[src/rtl/mpx_hilo.sv]
// HI/LO register file at the consumer end of the multiply/divide writeback path.
// Executes MFHI/MFLO/MTHI/MTLO and stalls HI/LO instructions while a MULT or DIV is outstanding.
module mpx_hilo (
    input  logic        clk_i,
    input  logic        rst_i,
    input  logic        opcode_valid_i,
    input  logic [31:0] opcode_opcode_i,
    input  logic [4:0]  opcode_rd_idx_i,
    input  logic [31:0] opcode_rs_operand_i,
    output logic        opcode_accept_o,
    input  logic        div_writeback_valid_i,
    input  logic [31:0] div_writeback_hi_i,
    input  logic [31:0] div_writeback_lo_i,
    input  logic        mul_writeback_valid_i,
    input  logic [31:0] mul_writeback_hi_i,
    input  logic [31:0] mul_writeback_lo_i,
    output logic        writeback_valid_o,
    output logic [4:0]  writeback_rd_idx_o,
    output logic [31:0] writeback_value_o,
    output logic        hilo_busy_o
);

    localparam logic [5:0] SPECIAL = 6'h00;
    localparam logic [5:0] MFHI    = 6'h10;
    localparam logic [5:0] MTHI    = 6'h11;
    localparam logic [5:0] MFLO    = 6'h12;
    localparam logic [5:0] MTLO    = 6'h13;
    localparam logic [5:0] MULT    = 6'h18;
    localparam logic [5:0] MULTU   = 6'h19;
    localparam logic [5:0] DIV     = 6'h1a;
    localparam logic [5:0] DIVU    = 6'h1b;

    typedef enum logic [1:0] {
        IDLE     = 2'd0,
        WAIT_DIV = 2'd1,
        WAIT_MUL = 2'd2
    } state_t;

    state_t      state_q, state_d;
    logic [31:0] hi_q, hi_d;
    logic [31:0] lo_q, lo_d;
    logic        busy_q, busy_d;
    logic        wb_valid_q, wb_valid_d;
    logic [4:0]  wb_rd_idx_q, wb_rd_idx_d;
    logic [31:0] wb_value_q, wb_value_d;

    logic [5:0]  inst_r;
    logic [5:0]  func_r;
    logic        hilo_inst;
    logic        issue_fire;
    logic        unused_opcode_bits;

    assign inst_r             = opcode_opcode_i[31:26];
    assign func_r             = opcode_opcode_i[5:0];
    assign unused_opcode_bits = ^opcode_opcode_i[25:6];

    always_comb begin
        hilo_inst = 1'b0;
        if (inst_r == SPECIAL) begin
            case (func_r)
                MFHI, MTHI, MFLO, MTLO, MULT, MULTU, DIV, DIVU: hilo_inst = 1'b1;
                default:                                        hilo_inst = 1'b0;
            endcase
        end
    end

    // Only the registered state gates acceptance, so a writeback landing this cycle cannot
    // release a stalled MF early and hand it a stale HI/LO value.
    assign opcode_accept_o = !hilo_inst || (state_q == IDLE);
    assign issue_fire      = opcode_valid_i && hilo_inst && opcode_accept_o;

    always_comb begin
        // NOTE: every next-state signal is defaulted up front so no branch can leave one unassigned and infer a latch.
        state_d     = state_q;
        hi_d        = hi_q;
        lo_d        = lo_q;
        wb_valid_d  = 1'b0;
        wb_rd_idx_d = wb_rd_idx_q;
        wb_value_d  = wb_value_q;

        case (state_q)
            IDLE: begin
                if (div_writeback_valid_i) begin
                    hi_d = div_writeback_hi_i;
                    lo_d = div_writeback_lo_i;
                end else if (mul_writeback_valid_i) begin
                    hi_d = mul_writeback_hi_i;
                    lo_d = mul_writeback_lo_i;
                end
            end
            WAIT_DIV: begin
                if (div_writeback_valid_i) begin
                    hi_d    = div_writeback_hi_i;
                    lo_d    = div_writeback_lo_i;
                    state_d = IDLE;
                end
            end
            WAIT_MUL: begin
                if (mul_writeback_valid_i) begin
                    hi_d    = mul_writeback_hi_i;
                    lo_d    = mul_writeback_lo_i;
                    state_d = IDLE;
                end
            end
            default: state_d = IDLE;
        endcase

        // Issue can only fire in IDLE, so MTHI/MTLO override any stray writeback above.
        if (issue_fire) begin
            case (func_r)
                MTHI: hi_d = opcode_rs_operand_i;
                MTLO: lo_d = opcode_rs_operand_i;
                MFHI: begin
                    wb_valid_d  = 1'b1;
                    wb_rd_idx_d = opcode_rd_idx_i;
                    wb_value_d  = hi_q;
                end
                MFLO: begin
                    wb_valid_d  = 1'b1;
                    wb_rd_idx_d = opcode_rd_idx_i;
                    wb_value_d  = lo_q;
                end
                MULT, MULTU: state_d = WAIT_MUL;
                DIV, DIVU:   state_d = WAIT_DIV;
                default:     ;
            endcase
        end
    end

    assign busy_d = (state_d != IDLE);

    always_ff @(posedge clk_i or posedge rst_i) begin
        if (rst_i) begin
            state_q     <= IDLE;
            hi_q        <= '0;
            lo_q        <= '0;
            busy_q      <= 1'b0;
            wb_valid_q  <= 1'b0;
            wb_rd_idx_q <= '0;
            wb_value_q  <= '0;
        end else begin
            // NOTE: non-blocking assignments so every register samples pre-edge values regardless of statement order.
            state_q     <= state_d;
            hi_q        <= hi_d;
            lo_q        <= lo_d;
            busy_q      <= busy_d;
            wb_valid_q  <= wb_valid_d;
            wb_rd_idx_q <= wb_rd_idx_d;
            wb_value_q  <= wb_value_d;
        end
    end

    assign writeback_valid_o  = wb_valid_q;
    assign writeback_rd_idx_o = wb_rd_idx_q;
    assign writeback_value_o  = wb_value_q;
    assign hilo_busy_o        = busy_q;

endmodule

[config.mk]
export PLATFORM = sky130hd
export DESIGN_NAME = mpx_hilo
export DESIGN_NICKNAME = d
export VERILOG_FILES = /design/src/rtl/mpx_hilo.sv
export SDC_FILE = /design/constraint.sdc
export NUM_CORES = 1
export LEC_CHECK = 0
export CORE_MARGIN = 3
export CORE_UTILIZATION = 45
export CTS_BUF_LIST = sky130_fd_sc_hd__clkbuf_4 sky130_fd_sc_hd__clkbuf_8
export DETAILED_ROUTE_END_ITERATION = 6
export GPL_TIMING_DRIVEN = 0
export PLACE_DENSITY = 0.91
export RECOVER_POWER = 50
export SETUP_SLACK_MARGIN = 0.5
export SLEW_MARGIN = 20
export SYNTH_ARGS = -nofsm -noshare
export SYNTH_HDL_FRONTEND = slang
export SYNTH_SLANG_ARGS = --single-unit
[constraint.sdc]
create_clock -name clk_i -period 4.5 [get_ports clk_i]
set_input_delay 0.675 -clock clk_i [delete_from_list [all_inputs] [get_ports clk_i]]
set_output_delay 0.675 -clock clk_i [all_outputs]
set_load 0.005 [all_outputs]
* Word-level counts from Yosys, hierarchy flattened *
Memory sizes are Yosys's and may differ from the RTL's.
Index checks and enable logic that the tools add are counted.
Widths: inputs -> output; s select.

storage, ports and cells
  output and inout port bits = 40
  memory bits (writable) = 0
  bits in read-only memories = 32
  input port bits = 202
  flip-flop bits (word level) = 105
  bits in latches = 0
  word-level logic and storage cells = 53
  memories kept = 1

memory list
  name              words  width  read ports  clocked after Yosys merged registers in  write ports  line  source
  (name not given)  32     1      1           0                                        0            60    case (func_r)

cells by class
  add/subtract/negate cells = 0
  shift operators = 0
  bitwise logic cells = 0
  reductions and logical operators = 13
  order comparisons = 0
  multipliers = 0
  mux-type cells = 22
  div/mod/pow operators = 0
  equality and inequality tests = 10

operator list
  cell                number
  $mux 32             10
  $pmux 32 s3         2
  $pmux 32 s2         1
  $eq 6x5->1 const B  8
  $logic_not 6->1     1
  $mux 2              3
  $pmux 2 s3          1
  $reduce_or 2->1     3
  $mux 1              4
  $pmux 2 s2          1
  $reduce_and 2->1    2
  $reduce_bool 2->1   2
  $eq 2x1->1 const B  1
  $eq 2x2->1 const B  1
  $logic_and 1x1->1   2
  $logic_not 2->1     1
  $logic_not 1->1     1
  $logic_or 1x1->1    1

* Longest topological paths before layout *
An unclocked memory read counts as a cell.

  depth after elaboration = 8
  mapped depth = 6
  depth with buffers taken out = 4

* Worst setup path after synthesis *
Ideal clock, no wire load.

  path type = input -> register
  from = input port opcode_opcode_i[27]
  to = register hi_q[10]
  buffers on the path = 1
  arrival = 2.209 ns
  cell stages on the path = 5
  library setup time = 0.127 ns
  data required time = 4.373 ns
  path slack = 2.163 ns
  path through = or4_4 > nor4_4 > nand3_4 > buf_6 > mux2_1

between the ends
  longest elaborated chain between the ends = 6

RTL lines
  what                  line  source
  from (decl)           7     input logic [31:0] opcode_opcode_i,
  $logic_not 6->1 *     59    if (inst_r == SPECIAL) begin
  $mux 1 *              59
  $logic_not 1->1       69    assign opcode_accept_o = !hilo_inst || (state_q == IDLE);
  $logic_or 1x1->1      69
  $logic_and 1x1->1 *   70    assign issue_fire = opcode_valid_i && hilo_inst && opcode_accept_o;
  $mux 32 *             109   if (issue_fire) begin
  via hi_d[10]          40    logic [31:0] hi_q, hi_d;
  to (signal assigned)  144   hi_q <= hi_d;
  to (decl)             40

Mark *: on every way through the listed nets, which the timed path passes. The rest lies on a longest branch.
A chain may end at the register's enable or synchronous reset.

* Worst setup path after layout *
  from = input port opcode_opcode_i[27]
  to = output port opcode_accept_o

between the ends
  longest elaborated chain between the ends = 4

RTL lines
  what              line  source
  $logic_not 6->1   59
  $mux 1            59
  $logic_not 1->1   69
  $logic_or 1x1->1  69
  to (decl)         10    output logic opcode_accept_o,

Every way passes these cells.

==> results.cfg <==
[worst_setup_path]
rr_endpoint = lo_q[13]$_DFF_PP0_
r2r_start = state_q[0]$_DFF_PP0_
cp_slowest_cell = or4_1
worstSetupPathType = primary input to output port
r2r_slack_ns = 2.18
cp.depth = 5
worstPathCellList = clkdlybuf4s50_1, or4_1, nor3_1, o21ai_0, clkdlybuf4s50_1
crit_buf_inv = 2
crit_top_cell = clkdlybuf4s50_1
worstPathMaxFanout = 3
crit_arrival_ns = 2.52
startpoint_type = primary input
rr_worst_depth = 6
required_ns = 3.83
cpLargestDelayFamily = buffers and inverters
endpoint_kind = output port
max_stage_delay_ns = 0.61

[timing]
relSlewSlack_pct = -62.8
hold_viol = 0
min_period_ns = 3.20
finalSetupViolCount = 0
slew_viol_final = 52
fin_crit_sh_pct = 71.1
fin_ws_ns = 1.30
worst_pin_slew_ns = 2.43
timing.fmax_ghz = 0.313
skew_ns = 0.00650
fin_hold_ws_ns = 0.512
rsz0062_at_grt = no

[min_path]
hp-class = register to register
hold_end = writeback_rd_idx_o[4]$_DFFE_PP0P_
hp-start = writeback_rd_idx_o[4]$_DFFE_PP0P_
worstHoldPathCells = 1

[grt]
grt_usage_pct = 25.0
grt_pass1_vias = 5310
overflow = 0
grt_pass1_wl_um = 27900
antenna_found_initial = 0
grt_max_degree = 55

[synth]
avgSynthCellArea_um2 = 11.9
ys_types = 29
syn-num-nets = 694
synth-seq-area-share_pct = 44.8
syn_inst = 492
ys_seq_elements = 105
synth_area_um2 = 5870
yosysWarnings = 0

[clock_network]
cts.clk_slew.worst_paths_ns = 0.09
cts_buffer_depth = 2
cts_buffers = 9
cts_setup_buffers = 0
cts_tree = built
cts-resized-gates = 0
clk_latency_ns = 0.37
htree_levels = 3
cts_root_buf = clkbuf_8
cts.sinks = 105
hold_buffers = 0

[die]
die_y_um = 120
fp.coreArea_um2 = 12700
rows = 41
io_pins = 242
die_area_um2 = 14400
die_w_um = 120
start_util_pct = 46.3

[power_and_ir_drop]
p_int_mw = 1.58
power.density_nw_per_um2 = 245
sw_frac_of_total_pct = 24.2
power_frac_seq_pct = 49.3
p_comb_share_pct = 20.4
p_total_mw = 2.09
p_clk_share_pct = 30.3
p_sw_mw = 0.506
max-vdd-ir-drop_v = 0.000146
leakage_nw = 3.84

[placement]
place_worst_setup_slack_ns = 1.33
dpl.hpwl_um = 13500
place.gp.congestion = 0.820
port_buffers = 221
dpl_cell_area_um2 = 8330

[finish]
final_nets = 927
nFillCells = 980
fin_util_pct = 67.3
fin_area_um2 = 8530
final_cell_mix = 201 x clkdlybuf4s50_1, 105 x dfrtp_1, 68 x nor2_1, 64 x mux2i_1, 64 x a21oi_1
final_common_cell = clkdlybuf4s50_1
diodes = 0
drive_above_1_share_pct = 16.2
area_delta_synth_final_pct = 45.5

[drt]
drt_iter0_drc = 251
viasPerCell = 5.37
first_pass_iters = 5
totalWireLength_um = 17800
drc = 0
wire_per_inst_um = 19.8
ant_nets = 0
via_count = 4848

[run_status]
status = finished with violations
violations = capacitance limit, slew limit

[run]
maxCapViolations = 1
-- cell type report --
type	instances	area, µm²	share of cell area (%)
inverter	2	8.76	0.103
buffer	35	218	2.55
sequential	105	2630	30.8
clock buffer	14	180	2.11
timing repair buffer	222	2240	26.2
tap	172	215	2.52
multi-input combinational	350	3010	35.3
clock inverter	2	35.0	0.411
-- through the flow --
step | std cells | setup TNS, ns
after floorplan | 492 | 0
after global placement | 885 | -41.90
after detailed placement | 886 | 0
after CTS | 902 | 0
after global routing | 902 | 0
final | 902 | 0
-- Yosys cell counts, drive strengths merged --
| cell | n | area share, % |
|---|---|---|
| or4 | 1 | 0.19 |
| clkbuf | 15 | 0.96 |
| o21ai | 3 | 0.26 |
| dfrtp | 105 | 45 |
| or4b | 2 | 0.41 |
| nor2 | 68 | 4.4 |
| nand3 | 4 | 0.77 |
| nand2b | 2 | 0.34 |
| nor3b | 1 | 0.13 |
| and2b | 1 | 0.15 |
| mux2 | 133 | 27 |
| mux2i | 64 | 11 |
| nand2 | 2 | 0.13 |
| buf | 20 | 2.8 |
| or3 | 1 | 0.11 |
| and4 | 1 | 0.15 |
| nor4 | 2 | 0.47 |
| nor3 | 1 | 0.085 |
| inv | 2 | 0.13 |
| a21oi | 64 | 5.5 |
-- worst max-delay path by stage --
stage                              from                 end
floorplan                         rst_i   hi_q[0]$_DFF_PP0_
global placement                  rst_i  lo_q[26]$_DFF_PP0_
detailed placement  opcode_opcode_i[27]     opcode_accept_o
CTS                 opcode_opcode_i[27]     opcode_accept_o
global route        opcode_opcode_i[27]     opcode_accept_o
finish              opcode_opcode_i[27]     opcode_accept_o
-- per-layer routing --
| metal | vias up | wire length, µm | global-route usage [%] |
|---|---|---|---|
| li1 | 2229 | - | - |
| met1 | 2410 | 7010 | 30.2 |
| met2 | 177 | 9450 | 44.5 |
| met3 | 32 | 923 | 4.07 |
| met4 | 0 | 464 | 9.59 |
| met5 | - | 0 | 0 |
-- worst reg2reg max path, stage by stage (launching register included) --
cell      delay, ns
dfrtp_1        0.44
and2b_2        0.23
clkbuf_1       0.42
buf_2          0.45
mux2i_1        0.28
a21oi_1        0.09
mux2_1         0.32
-- power groups by stage --
| stage | logic [mW] | clock network (mW) | registers, mW |
|---|---|---|---|
| floorplan | 0.206 | 0 | 1.04 |
| global placement | 0.410 | 0 | 1.04 |
| detailed placement | 0.428 | 0 | 1.05 |
| CTS | 0.431 | 0.644 | 1.03 |
| global route | 0.462 | 0.682 | 1.03 |
| finish | 0.426 | 0.633 | 1.03 |
-- cell families (layout without fill, tap and decap cells) --
family / after synthesis / in the layout / synth area share, %
AO/OA/AOI/OAI: 67 / 67 / 5.72
buffers and inverters: 37 / 275 / 3.84
flip-flops: 105 / 105 / 44.8
AND/OR/NAND/NOR: 86 / 86 / 7.27
multiplexers: 197 / 197 / 38.4
-- flip-flops by register name, indices dropped and copies added (netlist names) --
name / count
hi_q: 32
lo_q: 32
writeback_value_o: 32
writeback_rd_idx_o: 5
state_q: 2
hilo_busy_o: 1
writeback_valid_o: 1
Note: power is estimated with default switching activity, not from simulation.
